<file path="src/rtl/tapa_ctrl_pkg.sv">
// Shared controller types: FSM state encoding,
// cycle counter width and a saturating increment.
package tapa_ctrl_pkg;

  typedef enum logic [1:0] {
    IDLE = 2'b00,
    RUN  = 2'b01,
    DONE = 2'b10
  } state_e;

  localparam int CYCLE_CNT_W = 32;

  localparam logic [CYCLE_CNT_W-1:0] CNT_ONE =
    {{(CYCLE_CNT_W-1){1'b0}}, 1'b1};

  function automatic logic [CYCLE_CNT_W-1:0] sat_inc(
    input logic [CYCLE_CNT_W-1:0] v
  );
    return (&v) ? v : v + CNT_ONE;
  endfunction

endpackage

</file>
<file path="src/rtl/slot_ctrl_tracker.sv">
// Per-slot held start bit and sticky done bit.
// Ports: arm (set start, clear done), clear (drop both), ready/done pulses.
module slot_ctrl_tracker (
  input  logic ap_clk,
  input  logic ap_rst_n,
  input  logic arm,
  input  logic clear,
  input  logic ready,
  input  logic done,
  output logic start,
  output logic done_bit
);

  always_ff @(posedge ap_clk or negedge ap_rst_n) begin
    if (!ap_rst_n) begin
      start    <= 1'b0;
      done_bit <= 1'b0;
    end else if (arm) begin
      start    <= 1'b1;
      done_bit <= 1'b0;
    end else if (clear) begin
      start    <= 1'b0;
      done_bit <= 1'b0;
    end else begin
      if (ready) start    <= 1'b0;
      if (done)  done_bit <= 1'b1;
    end
  end

endmodule

</file>
<file path="src/rtl/top_ctrl_fanout.sv">
// ap_ctrl_hs fan-out controller: host start -> held slot starts,
// slot done pulses -> single host done/ready. Scalars registered per run.
// Ports: ap_* host handshake, scalar_in/out, slot_ap_* per slot, run_cycles.
// Optional macro TOP_CTRL_CYCLE_CNT_EN: run_cycles reports last run length.
module top_ctrl_fanout
  import tapa_ctrl_pkg::*;
#(
  parameter int NUM_SLOTS   = 4,
  parameter int NUM_SCALARS = 2,
  parameter int SCALAR_W    = 64
) (
  input  logic                            ap_clk,
  input  logic                            ap_rst_n,
  input  logic                            ap_start,
  output logic                            ap_ready,
  output logic                            ap_done,
  output logic                            ap_idle,
  input  logic [NUM_SCALARS*SCALAR_W-1:0] scalar_in,
  output logic [NUM_SCALARS*SCALAR_W-1:0] scalar_out,
  output logic [NUM_SLOTS-1:0]            slot_ap_start,
  input  logic [NUM_SLOTS-1:0]            slot_ap_ready,
  input  logic [NUM_SLOTS-1:0]            slot_ap_done,
  input  logic [NUM_SLOTS-1:0]            slot_ap_idle,
  output logic [CYCLE_CNT_W-1:0]          run_cycles
);

  state_e state_q, state_d;
  logic arm, clear, in_run, all_done;
  logic [NUM_SLOTS-1:0] done_bits;

  // Slot idle is status only.
  logic unused_idle;
  assign unused_idle = ^slot_ap_idle;

  assign in_run = (state_q == RUN);
  // Includes pulses landing this cycle so the exit edge is not delayed.
  assign all_done = &(done_bits | slot_ap_done);

  always_ff @(posedge ap_clk or negedge ap_rst_n) begin
    if (!ap_rst_n) state_q <= IDLE;
    else           state_q <= state_d;
  end

  always_comb begin
    state_d = state_q;
    ap_idle = 1'b0;
    ap_done = 1'b0;
    arm     = 1'b0;
    clear   = 1'b0;
    unique case (state_q)
      RUN: begin
        if (all_done) state_d = DONE;
      end
      DONE: begin
        ap_done = 1'b1;
        clear   = 1'b1;
        state_d = IDLE;
      end
      default: begin
        ap_idle = 1'b1;
        state_d = IDLE;
        if (ap_start) begin
          arm     = 1'b1;
          state_d = RUN;
        end
      end
    endcase
  end

  assign ap_ready = ap_done;

  always_ff @(posedge ap_clk or negedge ap_rst_n) begin
    if (!ap_rst_n)  scalar_out <= '0;
    else if (arm)   scalar_out <= scalar_in;
  end

  for (genvar i = 0; i < NUM_SLOTS; i++) begin : g_slot
    slot_ctrl_tracker u_trk (
      .ap_clk   (ap_clk),
      .ap_rst_n (ap_rst_n),
      .arm      (arm),
      .clear    (clear),
      .ready    (slot_ap_ready[i] & in_run),
      .done     (slot_ap_done[i] & in_run),
      .start    (slot_ap_start[i]),
      .done_bit (done_bits[i])
    );
  end

`ifdef TOP_CTRL_CYCLE_CNT_EN
  logic [CYCLE_CNT_W-1:0] cnt_q, run_q;

  always_ff @(posedge ap_clk or negedge ap_rst_n) begin
    if (!ap_rst_n) begin
      cnt_q <= '0;
      run_q <= '0;
    end else begin
      if (arm)         cnt_q <= '0;
      else if (in_run) cnt_q <= sat_inc(cnt_q);
      // Reported length spans the acceptance cycle through the
      // final RUN cycle, hence two steps past the running count.
      if (in_run && all_done)
        run_q <= sat_inc(sat_inc(cnt_q));
    end
  end

  assign run_cycles = run_q;
`else
  assign run_cycles = '0;
`endif

endmodule

</file>
<file path="config.mk">
export PLATFORM = sky130hd
export DESIGN_NAME = top_ctrl_fanout
export DESIGN_NICKNAME = d
export VERILOG_FILES = /design/src/rtl/tapa_ctrl_pkg.sv /design/src/rtl/slot_ctrl_tracker.sv /design/src/rtl/top_ctrl_fanout.sv
export SDC_FILE = /design/constraint.sdc
export NUM_CORES = 1
export LEC_CHECK = 0
export ABC_AREA = 1
export CAP_MARGIN = 40
export CORE_MARGIN = 8
export CORE_UTILIZATION = 40
export CTS_CLUSTER_DIAMETER = 150
export DETAILED_ROUTE_END_ITERATION = 8
export PLACE_DENSITY = 0.93
export REMOVE_ABC_BUFFERS = 1
export SYNTH_ARGS = -nofsm -noshare
export SYNTH_HDL_FRONTEND = slang
export SYNTH_SLANG_ARGS = --single-unit
</file>
<file path="constraint.sdc">
create_clock -name ap_clk -period 3.3 [get_ports ap_clk]
set_input_delay 0.66 -clock ap_clk [delete_from_list [all_inputs] [get_ports ap_clk]]
set_output_delay 0.66 -clock ap_clk [all_outputs]
set_load 0.01 [all_outputs]
</file>
# Word-level counts from Yosys, hierarchy flattened
# Index checks and enable logic that the tools add are counted.
dict set report totals {
  ff_bits 138
  output_inout_bits 167
  input_bits 143
  elab_cells 63
}
dict set report op_classes {
  mux 31
  n_reduce_logical 10
  eq_ne 3
  bitwise 9
}
# cell n
set ops {}
lappend ops {{$mux W1} 29}
lappend ops {{$reduce_bool A3 Y1} 8}
lappend ops {{$and A1 B1 Y1} 8}
lappend ops {{$or A4 B4 Y4} 1}
lappend ops {{$pmux W2 S2} 1}
lappend ops {{$reduce_and A4 Y1} 1}
lappend ops {{$eq A2 B1 Y1 const B} 1}
lappend ops {{$eq A2 B2 Y1 const B} 1}
lappend ops {{$mux W2} 1}
lappend ops {{$ne A2 B1 Y1 const B} 1}
lappend ops {{$reduce_or A2 Y1} 1}

# Logic depth before layout (Yosys ltp)
dict set report depth {
  ltp_word 5
  depth_mapped 8
  depth_no_buf 6
}

# Cells and area by module
# From an unflattened synthesis, not the netlist that was laid out.
dict set report unflattened {
  cells_unflattened 654
  area_unflattened_um2 5586.6
}
# module instances cells_each seq_area_each_um2 area_per_inst_um2
set by_module_without_submodules {}
lappend by_module_without_submodules {top_ctrl_fanout 1 614 3253.1 5261.3}
lappend by_module_without_submodules {slot_ctrl_tracker 4 10 50.0 81.3}

# Worst setup path after synthesis
# No wires, ideal clock.
dict set report synth_timing {
  kind {register to output}
  start {register state_q[0]}
  end {output ap_ready}
  setup_slack_ns 1.832
  required_time_ns 2.640
  n_path_buf 1
  path_stages_with_launch 4
  arrival_ns 0.808
  path_cell_list {dfrtp_1 > inv_1 > ha_1 > buf_4}
}
dict set report synth_between {
  elab_chain_cells 2
}
# element line_no
set synth_rtl {}
lappend synth_rtl {{start: declaration} top_ctrl_fanout.sv:27} ;# state_e state_q, state_d;
lappend synth_rtl {{start signal: assignment} top_ctrl_fanout.sv:41} ;# else state_q <= state_d;
lappend synth_rtl {{$eq A2 B2 Y1} top_ctrl_fanout.sv:50} ;# unique case (state_q)
lappend synth_rtl {{$mux W1} top_ctrl_fanout.sv:50}
lappend synth_rtl {{end: declaration} top_ctrl_fanout.sv:15} ;# output logic ap_ready,
# Every way passes these cells.

# Worst setup path in the final report
dict set report layout_timing {
  start {register state_q[0]}
  end {output ap_idle}
}
dict set report layout_between {
  elab_chain_cells 3
  elab_cells_between_ends 4
  classes_between {2 x eq/ne; 1 x mux; 1 x reduce/logical}
}
# element line_no
set layout_rtl {}
lappend layout_rtl {{$eq A2 B1 Y1 / $eq A2 B2 Y1 (equally long branches)} top_ctrl_fanout.sv:50}
lappend layout_rtl {{$reduce_or A2 Y1 (no source line) (*)} n/a}
lappend layout_rtl {{$mux W1 (*)} top_ctrl_fanout.sv:50}
lappend layout_rtl {{end: declaration} top_ctrl_fanout.sv:17} ;# output logic ap_idle,
# Mark *: on every way between the ends. The rest lies on a longest branch, timed or not.

==> summary.md <==
| Metric | Value |
|---|---|
| Outcome | `complete, no violations` |
| Internal power summed over all cells | `5660 uW` |
| Max-capacitance violation count | `0` |
| Top Ports | `310` |
| Antenna Cells | `0` |
| Number of search-and-repair iterations in the first detailed-routing pass | `5` |
| CP max stage delay | `0.57 ns` |
| Wire length of the first global-routing pass | `27400 microns` |
| Worst setup skew after layout | `0.00508 ns` |
| Seq pwr share | `0.341` |
| Top sig layer | `met4` |
| Post-synth top cells | `sky130_fd_sc_hd__nand2_1 (399), sky130_fd_sc_hd__dfrtp_1 (138), sky130_fd_sc_hd__buf_4 (40), sky130_fd_sc_hd__buf_2 (20), sky130_fd_sc_hd__nor2_1 (10)` |
| Sequential cell area fraction in the yosys report | `0.625` |
| DP Wirelength | `12800 microns` |
| Last weighted congestion value of the routability-driven placer | `0.770` |
| Net Sw Frac | `0.351` |
| Hold buffers post-CTS | `0` |
| Initial DRC count | `308` |
| Critical-path cell with the highest stage delay | `sky130_fd_sc_hd__clkdlybuf4s50_1` |
| # clock sinks | `138` |
| Highest clock rate | `0.409 GHz` |
| Share of the clock period used by the worst path | `0.741` |
| FFs w/ async S/R, synth | `1.00` |
| Cell area reported after detailed placement | `8260 sq um` |
| Type of the most critical hold path | `primary input to async pin` |
| Fillcell total | `1057` |
| DP Worst Slack | `1.03 ns` |
| H-tree depth | `4` |
| Post-synthesis instance area | `5520 sq um` |
| Routed met2 length | `8800 microns` |
| Max transition margin | `0.527` |
| Top Family by Delay on Critical Path | `buffers and inverters` |
| Final Max Tran Viols | `0` |
| Type of element launching the critical path | `flop` |
| Classification of the worst setup path | `flop to output pin` |
| Placeable Area | `13700 sq um` |
| Arrival time of the worst setup path | `1.79 ns` |
| Mean number of vias per cell | `4.55` |
| Gate power share | `0.443` |
| GRT Total Usage | `0.194` |
| Unrepaired setup endpoints after global routing | `no` |
| Cell taking the most area after synthesis | `sky130_fd_sc_hd__dfrtp_1` |
| Worst-skew pair later-pin latency | `0.41 ns` |
| Switching power | `3060 uW` |
| Root Driver | `sky130_fd_sc_hd__clkbuf_16` |
| Area enclosed by the die boundary | `17800 sq um` |
| Effective utilization at floorplan | `0.404` |
| Area added between synthesis and finish | `60.4%` |
| Die span in y | `134 microns` |
| Post-CTS clock slew at the launch and capture registers of the worst setup and hold paths | `0.06 ns` |
| Total grt overflow | `0` |
| Fin cells | `1089` |
| # setup viols final | `0` |
| Cell area after layout | `8860 sq um` |
| Post-CTS Setup Repair Bufs | `0` |
| Number of antenna-violating nets in the routed design | `0` |
| Fraction of final layout cells sized beyond drive strength 1 | `0.0451` |
| Cell-by-cell listing of the critical path | `inv_1 > ha_1 > clkdlybuf4s50_1` |
| DRC viols | `0` |
| Most instantiated flip-flop cell in the synthesis netlist | `sky130_fd_sc_hd__dfrtp_1` |
| Detailed Route WL | `17300 microns` |
| Count of cell types in the netlist | `14` |
| Number of storage elements in the synthesis netlist | `138` |
| Resized cells post-CTS | `0` |
| Total CTS buffers | `17` |
| Total number of vias | `4953` |
| Cell types occupying the most area after synthesis | `sky130_fd_sc_hd__dfrtp_1 (63%), sky130_fd_sc_hd__nand2_1 (27%), sky130_fd_sc_hd__buf_4 (5.4%)` |
| Final layout net count | `1042` |
| CTS tree | `done` |
| Worst path setup slack after routing | `0.854 ns` |
| Total power | `8720 uW` |
| Synthesized instance count | `632` |
| Most repeated cell in the gate-level netlist after synthesis | `sky130_fd_sc_hd__nand2_1` |
| Fraction of power consumed by the clock network | `0.216` |
| Antenna violations before repair | `0` |
| Clock buffer depth | `2` |
| Leakage | `0.00440 uW` |
| Wire length per cell after detailed routing | `15.9 microns` |
| Final number of hold-violating endpoints | `0` |
| Amount of wire on met3 after detailed routing | `1590 microns` |
| Peak VDD IR | `563 uV` |
| Count of yosys warnings during synthesis | `0` |
| Final design utilization | `0.649` |
| Met1 wire length | `6360 microns` |
| Slew of the pin with the lowest slew margin | `0.710 ns` |
| Die Width | `134 microns` |
| Fraction of post-synthesis cell area in the top cell type by area | `0.625` |
| Worst Path Buf+Inv | `2` |
| Cell Rows | `43` |
| Power per standard cell area | `984 nW/um^2` |
| Largest net degree at the start of global routing | `69` |
| Inst Count DP | `1057` |
| Crit. End Element | `output pin` |
| Maximum fanout along the worst path | `4` |
| Number of enable-type register cells in the synthesized netlist | `0` |
| Number of global-route vias before repair | `5205` |
| Synthesized area divided by synthesized cell count | `8.74 sq um` |
| Tmin final | `2.45 ns` |
| PortBufs | `273` |
| Required time of the critical path | `2.64 ns` |
[power groups by stage]
stage | combinational, uW | sequential [uW] | clock (uW)
6_report | 3860 | 2970 | 1880
5_1_grt | 4240 | 3080 | 2020
4_1_cts | 3920 | 2970 | 1930
3_5_place_dp | 3910 | 2970 | 0
3_3_place_gp | 3800 | 2930 | 0
2_1_floorplan | 1210 | 3320 | 0
[cell type report]
cell class                 count  area (sq um)  share of cell area
clock buffer                  22           484              0.0546
clock inverter                10           116              0.0131
inverter                       4          17.5             0.00198
multi-input combinational    455          1750               0.198
sequential                   138          3450               0.390
tap                          180           225              0.0254
timing repair buffer         280          2810               0.317
[state kept, by name, summed over array words and instances, names as in the netlist]
register               cells
g_slot.u_trk.start         4
scalar_out               128
g_slot.u_trk.done_bit      4
state_q                    2
[worst paths after layout]
| path | endpoint | cells after the start | startpoint | slack, ns |
|---|---|---|---|---|
| worst max-delay path | ap_idle | 3 | state_q[0] | 0.85 |
| worst min-delay path | scalar_out[126] | 1 | ap_rst_n | 0.23 |
| worst max register to register | g_slot[0].u_trk.done_bit | 6 | state_q[0] | 1.38 |
| worst min register to register | scalar_out[0] | 2 | scalar_out[0] | 0.47 |
| max in group asynchronous | scalar_out[107] | 2 | ap_rst_n | 2.32 |
| min in group ap_clk | scalar_out[0] | 2 | scalar_out[0] | 0.47 |
[stage by stage]
| stage | TNS, ns | hold WS, ns |
|---|---|---|
| after CTS | 0 | 0.231 |
| after global routing | 0 | 0.248 |
| after global placement | 0 | 0.461 |
| final | 0 | 0.225 |
| after detailed placement | 0 | 0.464 |
| after floorplan | -10.80 | 0.364 |
[placed cells by master, fill, tap and decap left out]
master / n
sky130_fd_sc_hd__inv_4: 1
sky130_fd_sc_hd__clkdlybuf4s50_1: 272
sky130_fd_sc_hd__dfrtp_1: 138
sky130_fd_sc_hd__buf_4: 5
sky130_fd_sc_hd__clkinvlp_4: 5
sky130_fd_sc_hd__buf_6: 1
sky130_fd_sc_hd__clkbuf_1: 1
sky130_fd_sc_hd__clkinv_2: 2
sky130_fd_sc_hd__clkbuf_8: 4
sky130_fd_sc_hd__conb_1: 32
sky130_fd_sc_hd__nand2_1: 399
sky130_fd_sc_hd__a21oi_1: 4
sky130_fd_sc_hd__inv_1: 3
sky130_fd_sc_hd__clkinv_4: 1
sky130_fd_sc_hd__nand2_4: 1
sky130_fd_sc_hd__bufinv_16: 2
sky130_fd_sc_hd__nand3_1: 6
sky130_fd_sc_hd__nor2_1: 10
sky130_fd_sc_hd__clkbuf_16: 17
sky130_fd_sc_hd__ha_1: 3
sky130_fd_sc_hd__buf_12: 2
[worst register-to-register path, stage by stage, from the launching register on]
cell and delay (ns):
sky130_fd_sc_hd__dfrtp_1 0.39, sky130_fd_sc_hd__inv_1 0.06, sky130_fd_sc_hd__ha_1 0.36, sky130_fd_sc_hd__nand2_4 0.10, sky130_fd_sc_hd__buf_4 0.56, sky130_fd_sc_hd__nand2_1 0.23, sky130_fd_sc_hd__nor2_1 0.15
[layer usage]
layer	global-route usage	up-vias
li1	-	2357
met1	0.206	2342
met2	0.332	217
met3	0.0776	37
met4	0.0923	0
met5	0	-
[kinds of logic (layout without fill, tap and decap cells)]
| logic type | count (synthesis) | after routing | synth area share |
|---|---|---|---|
| buffers and inverters | 70 | 316 | 0.0793 |
| adders and majority gates | 3 | 3 | 0.00680 |
| other | 1 | 32 | 0.000679 |
| AOI/OAI and AO/OA | 4 | 4 | 0.00362 |
| DFF | 138 | 138 | 0.625 |
| and+or+nand+nor | 416 | 416 | 0.284 |
Note: power is estimated with default switching activity, not from simulation.
